$ cat src/rtl/spi_xfer_seq_pkg.sv
// Shared types and SFR register map for the CoreSPI master-mode transfer sequencer.
package spi_xfer_seq_pkg;

  typedef enum logic [3:0] {
    S_IDLE,
    S_CFG,
    S_SSEL,
    S_EN,
    S_WAIT_TX,
    S_WR_TX,
    S_WAIT_RX,
    S_RD_RX,
    S_RD_ST,
    S_CLR,
    S_HOLD_RX,
    S_DIS,
    S_DESEL,
    S_FIN,
    S_ABORT
  } state_e;

  localparam logic [1:0] ADDR_DATA       = 2'b00;
  localparam logic [1:0] ADDR_CTRL       = 2'b01;
  localparam logic [1:0] ADDR_CTRL2_STAT = 2'b10;
  localparam logic [1:0] ADDR_SS         = 2'b11;

  localparam logic [7:0] CTRL2_ENABLE  = 8'h80;
  localparam logic [7:0] CTRL2_CLR_ERR = 8'h01;

  localparam int STAT_RXERR_BIT = 0;

endpackage

$ cat src/rtl/spi_xfer_seq_wdog.sv
// Receive watchdog: counts cycles while enabled and flags the last allowed cycle.
module spi_xfer_seq_wdog #(
  parameter int TIMEOUT_CYCLES = 4096,
  parameter int TO_W           = 12
) (
  input  logic sysclk,
  input  logic nreset,
  input  logic clr_i,
  input  logic en_i,
  output logic expired_o
);

  localparam logic [TO_W-1:0] LAST = TO_W'(TIMEOUT_CYCLES - 1);

  logic [TO_W-1:0] cnt_q, cnt_d;

  assign expired_o = (cnt_q == LAST);

  // Saturates at LAST so a lingering enable can never wrap back to a fresh window.
  always_comb begin
    cnt_d = cnt_q;
    if (clr_i) begin
      cnt_d = '0;
    end else if (en_i && !expired_o) begin
      cnt_d = cnt_q + TO_W'(1);
    end
  end

  always_ff @(posedge sysclk or negedge nreset) begin
    if (!nreset) begin
      cnt_q <= '0;
    end else begin
      cnt_q <= cnt_d;
    end
  end

endmodule

$ cat src/rtl/spi_xfer_seq.sv
// Drives the CoreSPI SFR bus through one multi-byte master transaction per start pulse.
// Optional receive-status check: define SPI_XFER_SEQ_ERRCHK_EN.
module spi_xfer_seq
  import spi_xfer_seq_pkg::*;
#(
  parameter int TIMEOUT_CYCLES = 4096,
  parameter int TO_W           = 12
) (
  input  logic       sysclk,
  input  logic       nreset,
  input  logic       start_i,
  input  logic [7:0] xfer_len_i,
  input  logic [7:0] ctrl_cfg_i,
  input  logic [7:0] ss_mask_i,
  output logic       busy_o,
  output logic       done_o,
  output logic       err_o,
  input  logic       tx_valid_i,
  input  logic [7:0] tx_data_i,
  output logic       tx_ready_o,
  output logic       rx_valid_o,
  output logic [7:0] rx_data_o,
  input  logic       rx_ready_i,
  output logic [7:0] sfr_wdata_o,
  input  logic [7:0] sfr_rdata_i,
  output logic [1:0] sfr_addr_o,
  output logic       sfr_we_o,
  output logic       sfr_re_o,
  input  logic       sfr_tx_empty_i,
  input  logic       sfr_rx_ready_i
);

  state_e     state_q, state_d;
  logic [7:0] cnt_q, cnt_d;
  logic       rxv_q, rxv_d;
  logic [7:0] rxd_q, rxd_d;
  logic       err_q, err_d;
  logic       zdone_q, zdone_d;
  logic       first_q, first_d;
  logic       wd_clr, wd_en, wd_expired;

  spi_xfer_seq_wdog #(
    .TIMEOUT_CYCLES(TIMEOUT_CYCLES),
    .TO_W          (TO_W)
  ) u_wdog (
    .sysclk   (sysclk),
    .nreset   (nreset),
    .clr_i    (wd_clr),
    .en_i     (wd_en),
    .expired_o(wd_expired)
  );

  // A zero-length start finishes from IDLE via zdone_q, so it also counts as busy.
  assign busy_o     = (state_q != S_IDLE) || zdone_q;
  assign done_o     = (state_q == S_FIN) || zdone_q;
  assign err_o      = err_q;
  assign rx_valid_o = rxv_q;
  assign rx_data_o  = rxd_q;

  always_comb begin
    state_d     = state_q;
    cnt_d       = cnt_q;
    rxv_d       = rxv_q;
    rxd_d       = rxd_q;
    err_d       = err_q;
    zdone_d     = 1'b0;
    first_d     = 1'b0;
    sfr_we_o    = 1'b0;
    sfr_re_o    = 1'b0;
    sfr_addr_o  = ADDR_DATA;
    sfr_wdata_o = 8'h00;
    tx_ready_o  = 1'b0;
    wd_clr      = 1'b0;
    wd_en       = 1'b0;

    case (state_q)
      S_IDLE: begin
        if (start_i && !zdone_q) begin
          err_d = 1'b0;
          if (xfer_len_i == 8'd0) begin
            zdone_d = 1'b1;
          end else begin
            cnt_d   = xfer_len_i;
            state_d = S_CFG;
          end
        end
      end
      S_CFG: begin
        sfr_we_o    = 1'b1;
        sfr_addr_o  = ADDR_CTRL;
        sfr_wdata_o = ctrl_cfg_i;
        state_d     = S_SSEL;
      end
      S_SSEL: begin
        sfr_we_o    = 1'b1;
        sfr_addr_o  = ADDR_SS;
        sfr_wdata_o = ss_mask_i;
        state_d     = S_EN;
      end
      S_EN: begin
        sfr_we_o    = 1'b1;
        sfr_addr_o  = ADDR_CTRL2_STAT;
        sfr_wdata_o = CTRL2_ENABLE;
        state_d     = S_WAIT_TX;
      end
      S_WAIT_TX: begin
        if (tx_valid_i && sfr_tx_empty_i) state_d = S_WR_TX;
      end
      S_WR_TX: begin
        sfr_we_o    = 1'b1;
        sfr_addr_o  = ADDR_DATA;
        sfr_wdata_o = tx_data_i;
        tx_ready_o  = 1'b1;
        wd_clr      = 1'b1;
        first_d     = 1'b1;
        state_d     = S_WAIT_RX;
      end
      S_WAIT_RX: begin
        // The SFR's rx_data_ready may still reflect the previous byte on the first cycle.
        wd_en = 1'b1;
        if (!first_q && sfr_rx_ready_i) begin
          state_d = S_RD_RX;
        end else if (wd_expired) begin
          state_d = S_ABORT;
        end
      end
      S_RD_RX: begin
        sfr_re_o   = 1'b1;
        sfr_addr_o = ADDR_DATA;
        rxd_d      = sfr_rdata_i;
`ifdef SPI_XFER_SEQ_ERRCHK_EN
        state_d    = S_RD_ST;
`else
        rxv_d      = 1'b1;
        state_d    = S_HOLD_RX;
`endif
      end
`ifdef SPI_XFER_SEQ_ERRCHK_EN
      S_RD_ST: begin
        sfr_re_o   = 1'b1;
        sfr_addr_o = ADDR_CTRL2_STAT;
        if (sfr_rdata_i[STAT_RXERR_BIT]) begin
          state_d = S_CLR;
        end else begin
          rxv_d   = 1'b1;
          state_d = S_HOLD_RX;
        end
      end
      S_CLR: begin
        sfr_we_o    = 1'b1;
        sfr_addr_o  = ADDR_CTRL2_STAT;
        sfr_wdata_o = CTRL2_ENABLE | CTRL2_CLR_ERR;
        state_d     = S_ABORT;
      end
`endif
      S_HOLD_RX: begin
        if (rxv_q && rx_ready_i) begin
          rxv_d   = 1'b0;
          cnt_d   = cnt_q - 8'd1;
          state_d = (cnt_q == 8'd1) ? S_DIS : S_WAIT_TX;
        end
      end
      S_DIS: begin
        sfr_we_o    = 1'b1;
        sfr_addr_o  = ADDR_CTRL2_STAT;
        sfr_wdata_o = 8'h00;
        state_d     = S_DESEL;
      end
      S_DESEL: begin
        sfr_we_o    = 1'b1;
        sfr_addr_o  = ADDR_SS;
        sfr_wdata_o = 8'h00;
        state_d     = S_FIN;
      end
      S_FIN: begin
        state_d = S_IDLE;
      end
      S_ABORT: begin
        err_d   = 1'b1;
        state_d = S_DIS;
      end
      default: begin
        state_d = S_IDLE;
      end
    endcase
  end

  always_ff @(posedge sysclk or negedge nreset) begin
    if (!nreset) begin
      state_q <= S_IDLE;
      cnt_q   <= 8'd0;
      rxv_q   <= 1'b0;
      rxd_q   <= 8'd0;
      err_q   <= 1'b0;
      zdone_q <= 1'b0;
      first_q <= 1'b0;
    end else begin
      state_q <= state_d;
      cnt_q   <= cnt_d;
      rxv_q   <= rxv_d;
      rxd_q   <= rxd_d;
      err_q   <= err_d;
      zdone_q <= zdone_d;
      first_q <= first_d;
    end
  end

endmodule

$ cat config.mk
export PLATFORM = sky130hd
export DESIGN_NAME = spi_xfer_seq
export DESIGN_NICKNAME = d
export VERILOG_FILES = /design/src/rtl/spi_xfer_seq_pkg.sv /design/src/rtl/spi_xfer_seq_wdog.sv /design/src/rtl/spi_xfer_seq.sv
export SDC_FILE = /design/constraint.sdc
export NUM_CORES = 1
export LEC_CHECK = 0
export BUFFER_PORTS_ARGS = -buffer_cell sky130_fd_sc_hd__buf_2
export CELL_PAD_IN_SITES_DETAIL_PLACEMENT = 0
export CELL_PAD_IN_SITES_GLOBAL_PLACEMENT = 2
export CORE_MARGIN = 10
export CORE_UTILIZATION = 32
export CTS_CLUSTER_SIZE = 8
export DETAILED_ROUTE_END_ITERATION = 6
export PLACE_DENSITY_LB_ADDON = 0.25
export SKIP_CTS_REPAIR_TIMING = 1
export SYNTH_ARGS = -nofsm -noshare
export SYNTH_HDL_FRONTEND = slang
export SYNTH_SLANG_ARGS = --single-unit
$ cat constraint.sdc
create_clock -name sysclk -period 3.88 [get_ports sysclk]
set_input_delay 0.776 -clock sysclk [delete_from_list [all_inputs] [get_ports sysclk]]
set_output_delay 0.776 -clock sysclk [all_outputs]
set_load 0.005 [all_outputs]
# --- Word-level counts from Yosys, hierarchy flattened ---
# Cells that the tools add are included.
word_totals:
  ram_bits: 0
  word_cells: 80
  memories: 0
  in_bits: 47
  romBits: 0
  register_bits: 36
  latchBits: 0
  out_inout_bits: 25
classes:
  div: 0
  bitwise: 0
  multipliers: 0
  n_addsub: 2
  shifts: 0
  n_lt_le_gt_ge: 0
  n_eq_ne: 19
  n_mux: 27
  n_reduce_logical: 24
ops:
  columns: ["operator", "count"]
  rows:
  - ["4-bit case mux with 12 select lines", 1]
  - ["8-bit case mux with 4 select lines", 1]
  - ["4-bit two-way mux", 7]
  - ["12-bit two-way mux", 2]
  - ["8-bit two-way mux", 3]
  - ["4-bit equality test, second input constant", 5]
  - ["4-bit by 3-bit equality test with 1-bit output, second input constant", 4]
  - ["8-bit case mux with 2 select lines", 1]
  - ["12-bit by 1-bit adder with 12-bit output, second input constant", 1]
  - ["12-bit equality test, second input constant", 1]
  - ["1-bit two-way mux", 9]
  - ["4-bit by 2-bit equality test with 1-bit output, second input constant", 2]
  - ["8-bit by 1-bit equality test with 1-bit output, second input constant", 1]
  - ["8-bit zero test", 1]
  - ["2-bit != test, second input constant", 4]
  - ["2-bit nonzero test", 4]
  - ["8-bit by 1-bit subtractor with 8-bit output, second input constant", 1]
  - ["2-bit case mux with 3 select lines", 1]
  - ["6-bit OR reduction", 1]
  - ["1-bit logical AND", 5]
  - ["5-bit AND reduction", 1]
  - ["4-bit by 1-bit equality test with 1-bit output, second input constant", 1]
  - ["4-bit zero test", 1]
  - ["1-bit case mux with 2 select lines", 2]
  - ["other kinds (7)", 12]

# --- Logic depth before layout (Yosys ltp) ---
depth:
  ltp_word: 5
  ltp_mapped: 6
  mapped_depth_nobuf: 6

# --- Modules after synthesis ---
# From an unflattened synthesis, not the netlist that was laid out.
hier_totals:
  hier_cells: 265
  area_unflattened_um2: 2274.7
modules_own_cells:
  columns: ["mod", "seq_area_each_um2", "cells_per_inst", "n_inst", "area_each_um2"]
  rows:
  - ["spi_xfer_seq", 600.6, 198, 1, 1612.8]
  - ["spi_xfer_seq_wdog", 300.3, 67, 1, 661.9]

# --- Worst setup path before layout ---
# OpenSTA, ideal clock, no wires.
synth_path:
  path_type: "register -> output"
  startpoint: "reg state_q[1]"
  endpoint: "out sfr_wdata_o[0]"
  arrival_ns: 1.405
  path_stages_with_launch: 6
  t_required_ns: 3.104
  n_path_buf: 1
  setup_slack_ns: 1.699
  cell_sequence: "dfrtp_1 -> clkbuf_1 -> nand2b_1 -> nor3_1 -> a222oi_1 -> inv_1"
synth_via:
  elab_chain_len: 2
  word_cells_on_any_way: 5
  classes_between: "eq/ne: 4; mux: 1"
synth_lines:
  columns: ["element", "line", "source"]
  rows:
  - ["start, declared", "spi_xfer_seq.sv:33", "state_e state_q, state_d;"]
  - ["start signal, assigned", "spi_xfer_seq.sv:198", "state_q <= state_d;"]
  - ["4-bit by 3-bit equality test with 1-bit output, or another cell as far along", "spi_xfer_seq.sv:76", "case (state_q)"]
  - ["8-bit case mux with 4 select lines *", "spi_xfer_seq.sv:76", null]
  - ["end, declared", "spi_xfer_seq.sv:24", "output logic [7:0] sfr_wdata_o,"]
# Mark *: on every way between the ends. The rest lies on a longest branch, timed or not.

# --- Worst setup path after layout ---
layout_path:
  startpoint: "reg state_q[2]"
  endpoint: "out sfr_wdata_o[2]"
# Same word-level chain as after synthesis.

==> impl_metrics.tcl <==
set metrics [dict create \
    post-place-ws_ns 0.9720 \
    min_to "err_o$_DFFE_PN0P_" \
    core.rowCount 30 \
    antenna_found_initial 0 \
    required_ns 3.10 \
    yosys.area.top_type_share_pct 40.68 \
    num_antenna_cells 0 \
    cp-end-kind "output port" \
    synth_top_area_cell "dfrtp_1" \
    power_leakage_uw 0.001247 \
    arrival_ns 2.43 \
    post_drt_wl_per_cell_um 16.43 \
    drive_above_1_share_pct 30.89 \
    hpwlAfterDp_mm 4.731 \
    vias_per_cell 5.518 \
    vdd_drop_max_v 0.0002541 \
    cts_tree "yes" \
    netlist_top_cells_area "dfrtp_1 (41%), o21ai_0 (4.7%), mux2_2 (4.1%), nand2_1 (3.7%), a21oi_1 (3.4%)" \
    rr_worst_depth 6 \
    reg2reg_slack_ns 1.48 \
    synthArstFlopShare_pct 100.0 \
    fillers 706 \
    criticalPathCategory "reg2out" \
    fin_skew_ns 0.01016 \
    hold_path_depth 2 \
    cts.path.max_buffers 2 \
    numCtsBuffers 5 \
    hold_ws_ns 0.4919 \
    fin_ws_ns 0.6748 \
    cap_violations 0 \
    rsz0062_at_grt "no" \
    min_path_type "reg2reg" \
    grt_util_all_layers_pct 12.27 \
    drv_slew 0 \
    relSlewSlack_pct 31.42 \
    setup_viol 0 \
    syn_avg_cell_area_um2 9.076 \
    critPathLaunch "state_q[2]$_DFFE_PN0P_" \
    max_stage_delay_ns 0.55 \
    place.gp.congestion 0.8221 \
    floorplan.initialDensity_pct 32.78 \
    synth.yosys.seq_area_share_pct 40.68 \
    ys.flop_type "dfrtp_1" \
    grt_max_degree 37 \
    grt_first_pass_wirelength_mm 10.47 \
    ys_seq_elements 36 \
    drt_iter0_drc 84 \
    die_y_um 103.2 \
    layout_min_cycle_time_ns 3.205 \
    clk_latency_ns 0.30 \
    dr.pass1.iters 6 \
    fin_nets 363 \
    io_buffer_count 71 \
    htree_levels 2 \
    clockRootBuffer "clkbuf_8" \
    p_per_area_mw_per_mm2 649.6 \
    min_period_over_period_pct 82.61 \
    crit_slowest_cell "dfrtp_1" \
    wl_mm 6.473 \
    numClockSinks 36 \
    detail-route-antenna-nets 0 \
    path_cells "nor2b_1, nand2_1, clkinv_1, a222oi_1, inv_1, buf_2" \
    status "finished, final reports clean" \
    num_vias 2174 \
    grt_pass1_vias 2135 \
    fmax_mhz 312.0 \
    syn_area_mm2 0.002215 \
    final_cells 394 \
    yosys.cell_types.count 53 \
    min_from "err_o$_DFFE_PN0P_" \
    r2r-end "u_wdog.cnt_q[2]$_DFFE_PN0P_" \
    setup_tns_ns 0 \
    syn-num-nets 294 \
    num_io_pins 72 \
    hold_viol_final 0 \
    core_mm2 0.006756 \
    crit_fanout 19 \
    final_util_pct 40.56 \
    cts.clk_slew.worst_paths_ns 0.08 \
    synth-edff-count 0 \
    overflow 0 \
    area_delta_synth_final_pct 23.73 \
    dp_cells 386 \
    start_kind "register" \
    drc 0 \
    synth_cells 244 \
    worst_pin_slew_ns 1.019 \
    synth_warnings 0 \
    dieArea_mm2 0.01065 \
    r2r_start "u_wdog.cnt_q[0]$_DFFE_PN0P_" \
    die_w_um 103.2 \
]
==> registers in the layout (all words and copies together) (netlist names) <==
signal and count:
zdone_q 1, u_wdog.cnt_q 12, err_o 1, first_q 1, state_q 4, cnt_q 8, rx_data_o 8, rx_valid_o 1
==> through the flow <==
step	cell area [µm²]	power, µW
finish	2740	1780
global placement	2633	1463
global route	2740	1940
floorplan	2215	1180
detailed placement	2633	1459
CTS	2740	1802
==> final cells by class <==
type	count	area, µm²	share of cell area [%]
Timing Repair Buffer	73	370.4	13.52
Sequential cell	36	900.9	32.88
Multi-Input combinational cell	185	1216	44.38
Clock buffer	6	72.57	2.648
Tap cell	80	100.1	3.653
Inverter	12	45.04	1.644
Clock inverter	2	35.03	1.279
==> cell usage after synthesis, types with 2 or more instances <==
cell / number
a21oi_1: 15
a222oi_1: 7
a22oi_1: 3
a31oi_1: 3
and3_1: 2
buf_2: 3
clkbuf_1: 6
dfrtp_1: 36
ha_1: 3
inv_1: 11
mux2_2: 8
nand2_1: 22
nand2b_1: 5
nand3_1: 8
nand3b_1: 2
nand4_1: 5
nand4bb_1: 2
nor2_1: 11
nor2b_1: 4
nor3_1: 12
nor4_1: 6
nor4b_1: 3
o211ai_1: 3
o21ai_0: 21
o221ai_1: 5
o22a_1: 2
o311ai_0: 2
o31ai_1: 2
or2_2: 3
or3_1: 6
==> critical path, delay by kind of cell (launching register included) <==
family	cells	cell delay [ns]
AOI/OAI and AO/OA	1	0.49
and+or+nand+nor	2	0.41
DFF	1	0.55
buffers and inverters	3	0.66
==> kinds of logic after synthesis <==
family          share of synthesized area [%]
mux                                     5.198
simple gates                            25.31
flops                                   40.68
buf+inv                                 4.406
fa+ha+maj                               1.695
compound gates                          22.71
==> report_power, final <==
part	leakage, µW	internal [µW]	switching, µW
Combinational	0.000734	382	380
Sequential	0.000458	505	180
Clock	0.0000552	191	142
Total	0.00125	1080	703
==> cell usage in the layout (no fill, tap or decap), types with 2 or more instances in the layout <==
cell type  Yosys  routed
nand3b_1       2       2
o22a_1         2       2
and3_1         2       2
or2_2          3       3
buf_4          0       2
a22oi_1        3       3
a21oi_1       15      15
o31ai_1        2       2
nor3_1        12      12
ha_1           3       3
or3_1          6       6
o21ai_0       21      21
a31oi_1        3       3
dfrtp_1       36      36
nor2b_1        4       4
nand4bb_1      2       2
nand2b_1       5       5
a222oi_1       7       7
inv_1         11      11
nand4_1        5       5
nor4_1         6       6
nor4b_1        3       3
mux2_2         8       8
o221ai_1       5       5
nor2_1        11      11
nand2_1       22      22
buf_2          3      71
clkbuf_8       0       5
o311ai_0       2       2
o211ai_1       3       3
nand3_1        8       8
==> worst max-delay path by stage <==
stage / endpoint / slack (ns) / cells past startpoint
global route: sfr_wdata_o[6] / 0.41 / 6
floorplan: sfr_wdata_o[0] / 1.70 / 5
detailed placement: sfr_wdata_o[3] / 0.97 / 6
global placement: sfr_wdata_o[3] / 0.99 / 6
finish: sfr_wdata_o[2] / 0.67 / 6
CTS: sfr_wdata_o[3] / 0.63 / 6
==> routing by layer <==
layer | GRT usage [%] | vias up | wire length (µm)
met3 | 4.186 | 10 | 434
met2 | 19.70 | 57 | 3087
met4 | 3.850 | 0 | 94
li1 | - | 1077 | -
met5 | 0 | - | 0
met1 | 15.15 | 1030 | 2857
(Power assumes the default switching activity.)
